`src/rtl/screen_seq_pkg.sv`:
```
// Shared definitions for the screen sequencer: screen geometry, pixel field
// widths, the sequencer state codes and a pixel bundle.
// Ports: none (package).
package screen_seq_pkg;

  localparam int SCR_W    = 160;
  localparam int SCR_H    = 120;
  localparam int COLOUR_W = 3;
  localparam int X_W      = $clog2(SCR_W);  // 8
  localparam int Y_W      = $clog2(SCR_H);  // 7
  localparam int STATE_W  = 3;

  typedef enum logic [STATE_W-1:0] {
    S_DRAW_START = 3'd0,
    S_WAIT_START = 3'd1,
    S_DRAW_GAME  = 3'd2,
    S_PLAY       = 3'd3,
    S_DRAW_OVER  = 3'd4,
    S_WAIT_OVER  = 3'd5
  } state_t;

  typedef struct packed {
    logic [COLOUR_W-1:0] colour;
    logic [X_W-1:0]      x;
    logic [Y_W-1:0]      y;
  } pixel_t;

  function automatic logic is_draw_state(input state_t s);
    return (s == S_DRAW_START) || (s == S_DRAW_GAME) || (s == S_DRAW_OVER);
  endfunction

endpackage

```
`src/rtl/key_press_detect.sv`:
```
// Two-flop synchroniser for the active-low start pushbutton followed by a
// falling-edge detector that yields a single-cycle press pulse per key press.
// Ports: clk, reset (sync, active-low), start_n_i (raw button), press_o (pulse).
module key_press_detect (
  input  logic clk,
  input  logic reset,
  input  logic start_n_i,
  output logic press_o
);

  logic meta_q;
  logic sync_q;
  logic prev_q;

  // All flops reset to the released level so reset release never looks like a press.
  always_ff @(posedge clk) begin
    if (!reset) begin
      meta_q <= 1'b1;
      sync_q <= 1'b1;
      prev_q <= 1'b1;
    end else begin
      meta_q <= start_n_i;
      sync_q <= meta_q;
      prev_q <= sync_q;
    end
  end

  // 1->0 on the synchronised level; holding the key low gives only one pulse.
  assign press_o = prev_q & ~sync_q;

endmodule

```
`src/rtl/screen_sequencer.sv`:
```
// Screen sequencer: steps start screen -> game -> game-over screen, enables the
// matching drawer and muxes its pixel stream onto a registered VGA port.
// Ports: clk, reset (sync, active-low), start_n, game_over, done_*, src0..2 pixels,
//        src1_plot -> draw_*, vga_colour/x/y/plot, state, timeout_err.
// Optional draw-state watchdog: define SCREEN_SEQ_TIMEOUT_EN (limit TIMEOUT_CYCLES).
module screen_sequencer
  import screen_seq_pkg::*;
#(
  parameter int TIMEOUT_CYCLES = 20000
) (
  input  logic                clk,
  input  logic                reset,
  input  logic                start_n,
  input  logic                game_over,
  input  logic                done_start,
  input  logic                done_game,
  input  logic                done_over,
  input  logic [COLOUR_W-1:0] src0_colour,
  input  logic [X_W-1:0]      src0_x,
  input  logic [Y_W-1:0]      src0_y,
  input  logic [COLOUR_W-1:0] src1_colour,
  input  logic [X_W-1:0]      src1_x,
  input  logic [Y_W-1:0]      src1_y,
  input  logic [COLOUR_W-1:0] src2_colour,
  input  logic [X_W-1:0]      src2_x,
  input  logic [Y_W-1:0]      src2_y,
  input  logic                src1_plot,
  output logic                draw_start,
  output logic                draw_game,
  output logic                draw_over,
  output logic [COLOUR_W-1:0] vga_colour,
  output logic [X_W-1:0]      vga_x,
  output logic [Y_W-1:0]      vga_y,
  output logic                vga_plot,
  output logic [STATE_W-1:0]  state,
  output logic                timeout_err
);

  state_t state_q, state_d;
  logic   press;
  logic   done_sel;
  logic   expired;

  pixel_t pix_q, pix_d;
  logic   plot_q, plot_d, plot_sel;
  logic   draw_start_q, draw_game_q, draw_over_q;

  key_press_detect u_key (
    .clk       (clk),
    .reset     (reset),
    .start_n_i (start_n),
    .press_o   (press)
  );

  // Only the done flag of the drawer owned by the current state counts.
  always_comb begin
    done_sel = 1'b0;
    case (state_q)
      S_DRAW_START: done_sel = done_start;
      S_DRAW_GAME:  done_sel = done_game;
      S_DRAW_OVER:  done_sel = done_over;
      default:      done_sel = 1'b0;
    endcase
  end

`ifdef SCREEN_SEQ_TIMEOUT_EN
  localparam int CNT_W = (TIMEOUT_CYCLES > 1) ? $clog2(TIMEOUT_CYCLES) : 1;
  localparam logic [CNT_W-1:0] CNT_LAST = CNT_W'(TIMEOUT_CYCLES - 1);

  logic [CNT_W-1:0] cnt_q, cnt_d;
  logic             err_q;

  // cnt_q counts cycles already spent in the current draw state (0 on entry).
  assign expired = is_draw_state(state_q) && (cnt_q == CNT_LAST) && !done_sel;

  always_comb begin
    cnt_d = cnt_q + 1'b1;
    if ((state_d != state_q) || !is_draw_state(state_q)) begin
      cnt_d = '0;
    end
  end

  always_ff @(posedge clk) begin
    if (!reset) begin
      cnt_q <= '0;
      err_q <= 1'b0;
    end else begin
      cnt_q <= cnt_d;
      err_q <= err_q | expired;
    end
  end

  assign timeout_err = err_q;
`else
  logic unused_timeout_cfg;
  assign unused_timeout_cfg = (TIMEOUT_CYCLES == 0);
  assign expired            = 1'b0;
  assign timeout_err        = 1'b0;
`endif

  always_comb begin
    state_d = state_q;
    case (state_q)
      S_DRAW_START: if (done_sel || expired) state_d = S_WAIT_START;
      S_WAIT_START: if (press)               state_d = S_DRAW_GAME;
      S_DRAW_GAME:  if (done_sel || expired) state_d = S_PLAY;
      S_PLAY:       if (game_over)           state_d = S_DRAW_OVER;
      S_DRAW_OVER:  if (done_sel || expired) state_d = S_WAIT_OVER;
      S_WAIT_OVER:  if (press)               state_d = S_DRAW_START;
      default:                               state_d = S_DRAW_START;
    endcase
  end

  // Pixel source follows the state the pixel was produced in; waiting states hold.
  always_comb begin
    pix_d    = pix_q;
    plot_sel = 1'b0;
    case (state_q)
      S_DRAW_START: begin
        pix_d    = {src0_colour, src0_x, src0_y};
        plot_sel = 1'b1;
      end
      S_DRAW_GAME: begin
        pix_d    = {src1_colour, src1_x, src1_y};
        plot_sel = 1'b1;
      end
      S_DRAW_OVER: begin
        pix_d    = {src2_colour, src2_x, src2_y};
        plot_sel = 1'b1;
      end
      S_PLAY: begin
        pix_d    = {src1_colour, src1_x, src1_y};
        plot_sel = src1_plot;
      end
      default: ;
    endcase
  end

  // A pixel sampled on the cycle the state moves belongs to the outgoing
  // drawer, so it is never plotted in the first cycle of the new state.
  assign plot_d = plot_sel && (state_d == state_q);

  always_ff @(posedge clk) begin
    if (!reset) begin
      state_q      <= S_DRAW_START;
      draw_start_q <= 1'b0;
      draw_game_q  <= 1'b0;
      draw_over_q  <= 1'b0;
      pix_q        <= '0;
      plot_q       <= 1'b0;
    end else begin
      state_q      <= state_d;
      draw_start_q <= (state_d == S_DRAW_START);
      draw_game_q  <= (state_d == S_DRAW_GAME);
      draw_over_q  <= (state_d == S_DRAW_OVER);
      pix_q        <= pix_d;
      plot_q       <= plot_d;
    end
  end

  assign state      = state_q;
  assign draw_start = draw_start_q;
  assign draw_game  = draw_game_q;
  assign draw_over  = draw_over_q;
  assign vga_colour = pix_q.colour;
  assign vga_x      = pix_q.x;
  assign vga_y      = pix_q.y;
  assign vga_plot   = plot_q;

endmodule

```
`config.mk`:
```
export PLATFORM = sky130hd
export DESIGN_NAME = screen_sequencer
export DESIGN_NICKNAME = d
export VERILOG_FILES = /design/src/rtl/screen_seq_pkg.sv /design/src/rtl/key_press_detect.sv /design/src/rtl/screen_sequencer.sv
export SDC_FILE = /design/constraint.sdc
export NUM_CORES = 1
export LEC_CHECK = 0
export ABC_AREA = 1
export CORE_ASPECT_RATIO = 1.75
export CORE_UTILIZATION = 40
export CTS_BUF_LIST = sky130_fd_sc_hd__clkbuf_4
export CTS_CLUSTER_SIZE = 20
export DETAILED_ROUTE_END_ITERATION = 7
export PLACE_DENSITY_LB_ADDON = 0.05
export SETUP_SLACK_MARGIN = 0.15
export SLEW_MARGIN = 40
export SYNTH_ARGS = -nofsm -noshare
export SYNTH_HDL_FRONTEND = slang
export SYNTH_SLANG_ARGS = --single-unit
```
`constraint.sdc`:
```
create_clock -name clk -period 3.1 [get_ports clk]
set_input_delay 0.31 -clock clk [delete_from_list [all_inputs] [get_ports clk]]
set_output_delay 0.31 -clock clk [all_outputs]
set_load 0.1 [all_outputs]
```
# Word level (Yosys, flattened, before mapping)
# Index checks and enable logic that the tools add are counted.
[word_totals] in_bits=62 register_bits=28 elab_cells=37 out_inout_bits=26
[classes] n_eq_ne=8 muxes=10 n_reduce_logical=6 n_bitwise=2
[ops] op="18-bit case mux with 3 select lines" count=1
[ops] op="3-bit two-way mux" count=6
[ops] op="3-bit case mux with 6 select lines" count=1
[ops] op="3-bit by 2-bit == test with 1-bit output (second input constant)" count=3
[ops] op="3-bit == test (second input constant)" count=3
[ops] op="3-bit logical NOT" count=2
[ops] op="3-bit by 1-bit == test with 1-bit output (second input constant)" count=1
[ops] op="3-bit == test" count=1
[ops] op="1-bit case mux with 3 select lines" count=1
[ops] op="3-bit nonzero test" count=1
[ops] op="3-bit OR reduction" count=1
[ops] op="1-bit case mux with 2 select lines" count=1
[ops] op="2-bit OR reduction" count=1
[ops] op="1-bit bitwise AND" count=1
[ops] op="1-bit logical AND" count=1
[ops] op="1-bit NOT" count=1

# Logic depth before layout (Yosys ltp)
# Gate-level depths: netlist of run 1.
[logic_depth] ltp_word=6 depth_mapped=8 ltp_nobuf=8

# Modules after synthesis
# From an unflattened synthesis of run 1, not the netlist that was laid out.
[hier_totals] cells_unflattened=252 area_unflattened_um2=1589.0
[modules_own_cells] module="screen_sequencer" area_per_inst_um2=1498.9 cells_each=241 instances=1 seq_area_each_um2=500.5
[modules_own_cells] module="key_press_detect" area_per_inst_um2=90.1 cells_each=11 instances=1 seq_area_each_um2=60.1

# Least setup slack after synthesis of run 1
# No wires, ideal clock.
[synth_path] kind="register -> register" start="register state_q[2] (netlist: state[2])" end="register pix_q, in the netlist vga_colour[1]" arrival_time_ns=1.864 synth_period_minus_slack_ns=1.939 n_path_buf=2 required_ns=3.026 stages_incl_launch_ff=7 setup_time_ns=0.074 slack_ns=1.161 path_cell_list="dfxtp_1 buf_4 inv_2 nand2_2 clkbuf_1 nand3_1 a31oi_1"
[synth_via] elab_chain_cells=3 elab_cells_between_ends=7 cone_classes="3 x eq/ne; 1 x mux; 3 x reduce/logical"
[synth_lines] item="start: declaration" line="screen_sequencer.sv:39" rtl="state_t state_q, state_d;"
[synth_lines] item="start signal: assignment" line="screen_sequencer.sv:152" rtl="state_q <= state_d;"
[synth_lines] item="3-bit by 2-bit == test with 1-bit output" line="screen_sequencer.sv:118" rtl="case (state_q)"
[synth_lines] item="2-bit OR reduction (no source line)"
[synth_lines] item="18-bit case mux with 3 select lines / 3-bit nonzero test (equally long branches)"
[synth_lines] item="end signal: assignment" line="screen_sequencer.sv:156" rtl="pix_q <= pix_d;"
[synth_lines] item="end: declaration" line="screen_sequencer.sv:44" rtl="pixel_t pix_q, pix_d;"
# Parallel ways exist; a longest one is shown, timed or not.
# A chain may end at the register's enable or synchronous reset.

# Final worst setup path of run 1
[layout_path] start="register state_q[2] (netlist: state[2])" end="register pix_q, in the netlist vga_x[6]"
# The elaborated chain is that of the path after synthesis.

==> results of run 1 <==
-- logic make-up (layout without fill, tap and decap cells) --
kind of cell	after synthesis	in the layout	share of synthesized area, %
flops	28	28	41.6
simple gates	91	91	29.1
buf+inv	21	100	7.62
other cells	1	1	0.279
compound gates	51	51	21.4
-- worst paths after layout --
check | startpoint | endpoint | slack, ns | cells past startpoint
max | state[2] | vga_x[6] | 1.10 | 7
min | u_key.meta_q | u_key.sync_q | 0.43 | 1
max reg2reg | state[2] | vga_x[6] | 1.10 | 7
min reg2reg | u_key.meta_q | u_key.sync_q | 0.43 | 1
-- per-stage QoR --
stage               hold slack [ns]  std cells  total power, mW  util (%)  instance area (um2)
floorplan                     0.386        192            0.729         -                 1350
global placement              0.389        311            0.880      69.3                 2200
detailed placement            0.400        311            0.853      65.7                 2090
CTS                           0.433        314            0.999      66.4                 2110
global route                  0.481        314             1.04      66.4                 2110
finish                        0.428        314            0.988      66.4                 2110
-- power by group through the flow --
stage	Combinational (mW)	Clock (mW)	Sequential [mW]
after floorplan	0.0924	0	0.637
after global placement	0.462	0	0.418
after detailed placement	0.437	0	0.417
after CTS	0.437	0.153	0.409
after global routing	0.459	0.164	0.413
final	0.436	0.144	0.409
-- placed cells by master, fill, tap and decap left out --
cell	count
clkdlybuf4s50_1	61
nand2_1	47
dfxtp_1	28
buf_2	23
nand3_1	21
o21ai_1	18
nor2_1	15
a31oi_1	13
o21ai_0	9
inv_1	5
a21boi_1	5
a21oi_1	5
inv_2	3
nand2_2	3
clkbuf_4	3
buf_4	3
or2_1	2
o2111ai_1	1
clkinv_1	1
nor2_2	1
nor3_1	1
nor2_4	1
inv_4	1
conb_1	1
-- layer usage --
layer	GRT usage, %	share of wire, %	vias to the layer above
li1	-	-	805
met1	25.7	38	686
met2	37.7	52	69
met3	3.64	6.5	14
met4	12.1	3.3	0
met5	0	0	-
-- critical path: stages, from the launching register on --
cell	delay, ns
dfxtp_1	0.54
inv_2	0.11
nand2_2	0.07
buf_4	0.29
nand2_1	0.49
inv_4	0.21
a21boi_1	0.08
a21oi_1	0.15
-- area by class of cell --
class,instances,area (um2),share of cell area (%)
inverters,10,40.0,1.90
well taps,43,53.8,2.55
repair buffers,87,748,35.5
multi-input cells,143,683,32.4
clock buffers,3,22.5,1.07
flip-flops and latches,28,561,26.6
-- state kept, by name, summed over array words and instances, names as in the netlist --
| register | count |
|---|---|
| vga_x | 8 |
| vga_y | 7 |
| state | 3 |
| vga_colour | 3 |
| draw_game | 1 |
| draw_over | 1 |
| draw_start | 1 |
| u_key.meta_q | 1 |
| u_key.prev_q | 1 |
| u_key.sync_q | 1 |
| vga_plot | 1 |
==> metrics.txt, run 1 <==
CP max FO=32; CP required=3.35 ns; Post-CTS Setup Inserts=0; # diodes=0; Max Clk Rate=0.499 GHz; RSZ-0062 raised after global routing=no; Boundary Pins=88; sequential-to-total area share from yosys stat=41.6%; FF+latch count, synth=28; Area growth syn-to-layout=56.6%; num rows=27; cts hold-fix bufs=0; Core ar.=0.00318 mm2; Routability Congestion=0.911; fin crit share=64.6%; Logic pwr share=44.1%; commonest cells in the synthesized netlist=nand2_1, dfxtp_1, nand3_1; CP Class=register to register; Via density=5.01; wire per inst=11.8 um; Final ANT Viol Nets=0; Post-synth EDFFs=0; area leader, netlist=dfxtp_1; outcome=finished, final reports clean; main flop type after synthesis=dfxtp_1; pwr dens=469 mW/mm2; Post-Syn Nets=254; largest net degree at the start of global routing=33; total track usage=22.5%; total CTS buffers=3; CTS tree=built; Vert. Die Dim=78.7 um; DPL Wire Length=2850 um; die area=0.00361 mm2; number of global-route vias before repair=1509; CTS clk-pin slew, worst paths=0.14 ns; ys async rst share=0%; final wirelength=3720 um; initial drt markers=27; clk_lat worst skew=0.32 ns; setup ws final=1.10 ns; Netlist cell types=23; CTS resizes=0; CP Capture Type=register; Max-slew headroom=52.2%; vias=1574; Synth area leaders=dfxtp_1, nand2_1, nand3_1; Sw Ratio=43.4%; # H-tree levels=1; Root Buffer Master=clkbuf_4; number of max-cap violations=0; Hold WC Path Type=register to register; clock share of power=14.5%; Avg Inst Size Synth=7.01 um2; sequential fraction of design power=41.4%; switching power=0.429 mW; initial antenna violation count=0; min Tclk post-route=2.00 ns; Starting Density=42.4%; Yosys top cell area share=41.6%; critical path launch point type=register; Die W=45.9 um; Pre-antenna DRT Iters=4; max-slew violation count=0; Buffers on Ports=86; skew final=0.00707 ns; internal power=0.559 mW; count leader, synth=nand2_1; Final #Nets=335; clock sink count=28; share of post-route cells with drive strength above 1=14.0%; filler instances=307; P_leak=0.931 nW; remaining global-route overflow=0; minimum setup slack after placement=1.10 ns; count of yosys warnings during synthesis=0; maximum clock path buffer count=2; setup violators final=0; worst slew pin tran=0.716 ns; Fin. Hold Viols=0; Worst EP arrival=2.26 ns; Post-Synthesis Cells=192; DR DRC count=0; Fin Setup TNS=0 ns; worst vdd ir=0.272 mV; Cell Area, Synth=0.00135 mm2; first-pass GRT wire length=6250 um
(Power assumes the default switching activity.)
==> inputs of run 2 (changes only) <==
- CORE_UTILIZATION: 40 -> 37
- clock period: 3.1 -> 2.1 ns (I/O delays scaled with it)
==> run 2 against run 1 <==
  * Cell count increased by 1.3%
  * Highest routed layer unchanged
  * Largest power group unchanged
  * Non-clock buffer count up 2
  * Total power increased by 51%
  * First-iteration DRC count is 19% higher
  * Worst hold slack worse by 0.0032 ns
  * Register-to-register slack lost 0.61 ns
  * Via count is 0.76% higher
  * Sequential share of layout area decreased by 0.91 points
  * Setup slack worse by 0.61 ns
  * Critical path depth shrank 1
  * Critical endpoint is now vga_colour[0]
==> metrics.txt, run 2 (same netlist as run 1, synthesis figures left out) <==
outcome=finished, final reports clean; RSZ-0062 raised after global routing=no; CP Class=register to register; total CTS buffers=3 (unchanged); number of max-cap violations=0 (unchanged); wire per inst=12.6 um (+6.2%); Final ANT Viol Nets=0 (unchanged); commonest non-fill, non-tap cell in the layout=clkdlybuf4s50_1; pwr dens=685 mW/mm2 (+46%); Final #Nets=337 (+0.60%); P_leak=0.947 nW (+1.7%); Routability Congestion=0.880 (-3.5%); Via density=4.99 (-0.51%); # H-tree levels=1 (unchanged); initial antenna violation count=0 (unchanged); CP max FO=15 (-53%); first-pass GRT wire length=6200 um (-0.77%); Starting Density=39.2% (-3.2 points); hold path cells=1 (unchanged); Core ar.=0.00343 mm2 (+8.1%); setup ws final=0.491 ns (-0.605 ns); CTS clk-pin slew, worst paths=0.13 ns (about the same); cts hold-fix bufs=0 (unchanged); Pre-antenna DRT Iters=4 (unchanged); initial drt markers=32 (+19%); Worst EP arrival=1.82 ns (-0.44 ns); maximum clock path buffer count=2 (unchanged); clk_lat worst skew=0.32 ns (about the same); Post-CTS Setup Inserts=0 (unchanged); DPL Wire Length=3050 um (+6.9%); DR DRC count=0 (unchanged); Vert. Die Dim=81.8 um (+3.9%); Buffers on Ports=86 (unchanged); minimum setup slack after placement=0.514 ns (-0.583 ns); skew final=0.0112 ns (+0.00413 ns); Area growth syn-to-layout=62.2%; CP Capture Type=register; Boundary Pins=88 (unchanged); max-slew violation count=0 (unchanged); worst vdd ir=0.474 mV (+74%); Root Buffer Master=clkbuf_4; number of global-route vias before repair=1544 (+2.3%); Max Clk Rate=0.621 GHz (+25%); share of post-route cells with drive strength above 1=14.7% (+0.63 points); Fin Setup TNS=0 ns (unchanged); CP required=2.31 ns (-1.04 ns); Fin. Hold Viols=0 (unchanged); final wirelength=4000 um (+7.5%); fin crit share=76.6% (+12 points); Worst R2R Path Depth=6 (-1); remaining global-route overflow=0 (unchanged); Largest register FFs=8 (unchanged); critical path launch point type=register; die area=0.00389 mm2 (+7.8%); clock sink count=28 (unchanged); Die W=47.6 um (+3.8%); total track usage=21.8% (-0.70 points); largest net degree at the start of global routing=32 (-3.0%); CTS tree=built; most frequent cells in the layout=clkdlybuf4s50_1, nand2_1, dfxtp_1, buf_4, nand3_1; num rows=28 (+3.7%); CTS resizes=0 (unchanged); setup violators final=0 (unchanged); min Tclk post-route=1.61 ns (-0.395 ns); vias=1586 (+0.76%); # diodes=0 (unchanged); Hold WC Path Type=register to register
-- run 2: cell type report --
cell class / instances / area [um2]
flip-flops and latches: 28 / 561
clock buffers: 3 / 22.5
inverters: 10 / 40.0
fillers: 364 / 1250
repair buffers: 89 / 821
multi-input cells: 143 / 683
well taps: 45 / 56.3
-- run 2: critical path, cell delays in order (launching register included) --
cell,delay (ns)
dfxtp_1,0.50
inv_2,0.08
nand2_2,0.25
nand2_1,0.24
buf_4,0.26
o21ai_1,0.14
a31oi_1,0.05
-- run 2: layer usage --
metal | GRT usage (%) | vias up | wire length [um]
met4 | 9.44 | 0 | 93
met1 | 22.9 | 705 | 1460
li1 | - | 807 | -
met2 | 40.8 | 63 | 2260
met5 | 0 | - | 0
met3 | 2.20 | 11 | 190
-- run 2: through the flow --
step	power [mW]	hold WS (ns)	cell area, um2	utilization [%]	std cells
2_1_floorplan	1.08	0.310	1350	-	192
3_3_place_gp	1.29	0.389	2160	62.9	315
5_1_grt	1.56	0.435	2180	63.6	318
6_report	1.50	0.425	2180	63.6	318
4_1_cts	1.50	0.428	2180	63.6	318
3_5_place_dp	1.30	0.396	2160	62.9	315
-- run 2: worst paths after layout --
path | end | slack (ns) | startpoint
worst min register to register | u_key.sync_q | 0.42 | u_key.meta_q
worst min-delay path | u_key.sync_q | 0.42 | u_key.meta_q
worst max-delay path | vga_colour[0] | 0.49 | state[1]
worst max register to register | vga_colour[0] | 0.49 | state[1]
-- run 2: power breakdown --
| group | leakage, nW | internal, mW | switching (mW) |
|---|---|---|---|
| sequential | 0.232 | 0.579 | 0.0282 |
| clock | 0.0138 | 0.0671 | 0.146 |
| combinational | 0.702 | 0.208 | 0.466 |
==> inputs of run 3 (changes only) <==
- CORE_UTILIZATION: 37 -> 33
- clock period: 2.1 -> 1.3 ns (I/O delays scaled with it)
==> run 3 against run 2 <==
  * Core utilization rose by 14 points
  * Via count is 11% higher
  * Clock power is 87% higher
  * Sequential power up 68%
  * Global-route usage grew 0.53 points
  * Clock-buffer cell count up 1
  * Clock skew shrank 0.0019 ns
  * Critical path type unchanged
==> metrics.txt, run 3 (same netlist as run 1, synthesis figures left out) <==
DR DRC count=0 (unchanged); switching power=1.16 mW (+81%); setup violators final=0 (unchanged); # diodes=0 (unchanged); Worst EP arrival=1.50 ns (-0.32 ns); Buffers on Ports=86 (unchanged); Root Buffer Master=clkbuf_4; maximum clock path buffer count=2 (unchanged); crit path cell chain=inv_4 > nand2_4 > buf_4 > nand2_2 > buf_6 > inv_4 > a21boi_1 > a21oi_2; P_leak=1.30 nW (+37%); CTS tree=built; Boundary Pins=88 (unchanged); # H-tree levels=1 (unchanged); Area growth syn-to-layout=124%; Starting Density=34.5% (-4.7 points); minimum hold slack=0.339 ns (-0.0856 ns); total track usage=22.3% (+0.53 points); num rows=30 (+7.1%); CTS clk-pin slew, worst paths=0.15 ns (+0.02 ns); FF-to-FF Start=state[1]; clock share of power=14.1% (-0.2 points); Top cell by count, worst path=inv_4; filler instances=270 (-26%); setup ws final=0.0425 ns (-0.448 ns); commonest non-fill, non-tap cell in the layout=clkdlybuf4s50_1; wire per inst=14.1 um (+12%); CP Capture Type=register; RSZ-0062 raised after global routing=yes; most frequent cells in the layout=clkdlybuf4s50_1, buf_12, nand2_1; sequential fraction of design power=36.1% (-4.5 points); CP max FO=6 (-9); worst vdd ir=0.709 mV (+49%); internal power=1.68 mW (+96%); Die W=50.3 um (+5.6%); final wirelength=4870 um (+22%); clk_lat worst skew=0.33 ns (about the same); initial antenna violation count=0 (unchanged); minimum setup slack after placement=0.102 ns (-0.413 ns); Critical Path Max Stage Delay=0.41 ns (-0.09 ns); remaining global-route overflow=0 (unchanged); fin crit share=96.7% (+20 points); Placed Area=0.00260 mm2 (+20%); die area=0.00435 mm2 (+12%); total CTS buffers=3 (unchanged); skew final=0.00928 ns (-0.00191 ns); R2R Setup Slk=0.04 ns (-0.45 ns); Fin. Hold Viols=0 (unchanged); Vert. Die Dim=86.5 um (+5.7%); Pre-antenna DRT Iters=4 (unchanged); Core ar.=0.00390 mm2 (+14%); Via density=5.07 (+1.7%); Hold Startpoint=src2_y[1]; critical path launch point type=register; Largest register FFs=8 (unchanged); Final ANT Viol Nets=0 (unchanged); vias=1755 (+11%); min Tclk post-route=1.26 ns (-0.352 ns); number of max-cap violations=0 (unchanged); CP Class=register to register; max-slew violation count=0 (unchanged); CP max stage cell=dfxtp_4; clock sink count=28 (unchanged); outcome=finished, final reports clean; Logic pwr share=49.7% (+4.6 points); Sw Ratio=40.8% (-2.0 points); Routability Congestion=0.874 (-0.67%); Hold WC Path Type=input port to register; first-pass GRT wire length=7420 um (+20%); final instance area=0.00302 mm2 (+38%); CP required=1.54 ns (-0.77 ns); largest net degree at the start of global routing=31 (-3.1%); number of global-route vias before repair=1710 (+11%); share of post-route cells with drive strength above 1=36.6% (+22 points); Max Clk Rate=0.795 GHz (+28%); initial drt markers=28 (-13%); pwr dens=939 mW/mm2 (+37%); Final #Nets=361 (+7.1%); CP startpoint=state[1]; DPL Wire Length=3220 um (+5.8%); post-layout util=77.3% (+14 points)
run 3: changes by cell type in the layout (fill, tap and decap cells not counted), moves of 3 or more:
cell,change
buf_12,+31
dfxtp_1,-11
a21boi_2,+3
dfxtp_2,+8
nand2_1,-23
nand2_4,+9
buf_4,-14
dfxtp_4,+3
inv_2,-3
nand2_2,+14
buf_6,+4
a21boi_1,-3
run 3: worst max-delay path, delay by kind of cell, from the launching register on:
kind,cells,cell delay [ns]
buffers and inverters,4,0.37
AOI/OAI and AO/OA,2,0.25
and+or+nand+nor,2,0.13
DFF,1,0.41
run 3: power by group through the flow:
stage | Combinational (mW) | Clock (mW) | Sequential, mW
after floorplan | 0.231 | 0 | 1.52
after global placement | 1.31 | 0 | 1.04
after detailed placement | 1.31 | 0 | 1.04
after CTS | 1.35 | 0.406 | 1.02
after global routing | 1.47 | 0.457 | 1.03
final | 1.41 | 0.401 | 1.02
run 3: path summary, 6_finish.rpt:
kind | end | cells after the start
worst max-delay path | vga_x[6] | 8
worst min-delay path | vga_y[1] | 3
worst max register to register | vga_x[6] | 8
worst min register to register | u_key.sync_q | 1
run 3: cell type report:
class | instances | area, um2 | share of cell area, %
inverters | 10 | 50.0 | 1.66
multi-input cells | 143 | 836 | 27.7
repair buffers | 113 | 1460 | 48.4
clock buffers | 4 | 30.0 | 0.995
flip-flops and latches | 28 | 582 | 19.3
well taps | 48 | 60.1 | 1.99
run 3: metal layers:
layer	global-route usage [%]	up-vias	part of all wire (%)
li1	-	865	-
met1	22.1	811	35
met5	0	-	0
met2	42.2	67	59
met3	3.51	12	4.0
met4	12.7	0	2.2
run 3: stage by stage:
step | TNS [ns] | instances | total power, mW
floorplan | -0.0429 | 192 | 1.76
global placement | 0 | 326 | 2.35
detailed placement | 0 | 326 | 2.35
CTS | 0 | 342 | 2.77
global route | -0.0935 | 346 | 2.96
finish | 0 | 346 | 2.83
run 3: timing repair:
action | in CTS | in global routing
resized for setup | 15 | 33
gates cloned | 2 | 1
pin swaps | 15 | 10
endpoints found under the setup margin | 18 | 27
hold buffers | 0 | 0
buffers inserted | 10 | 3
hold endpoints to repair | 0 | 0
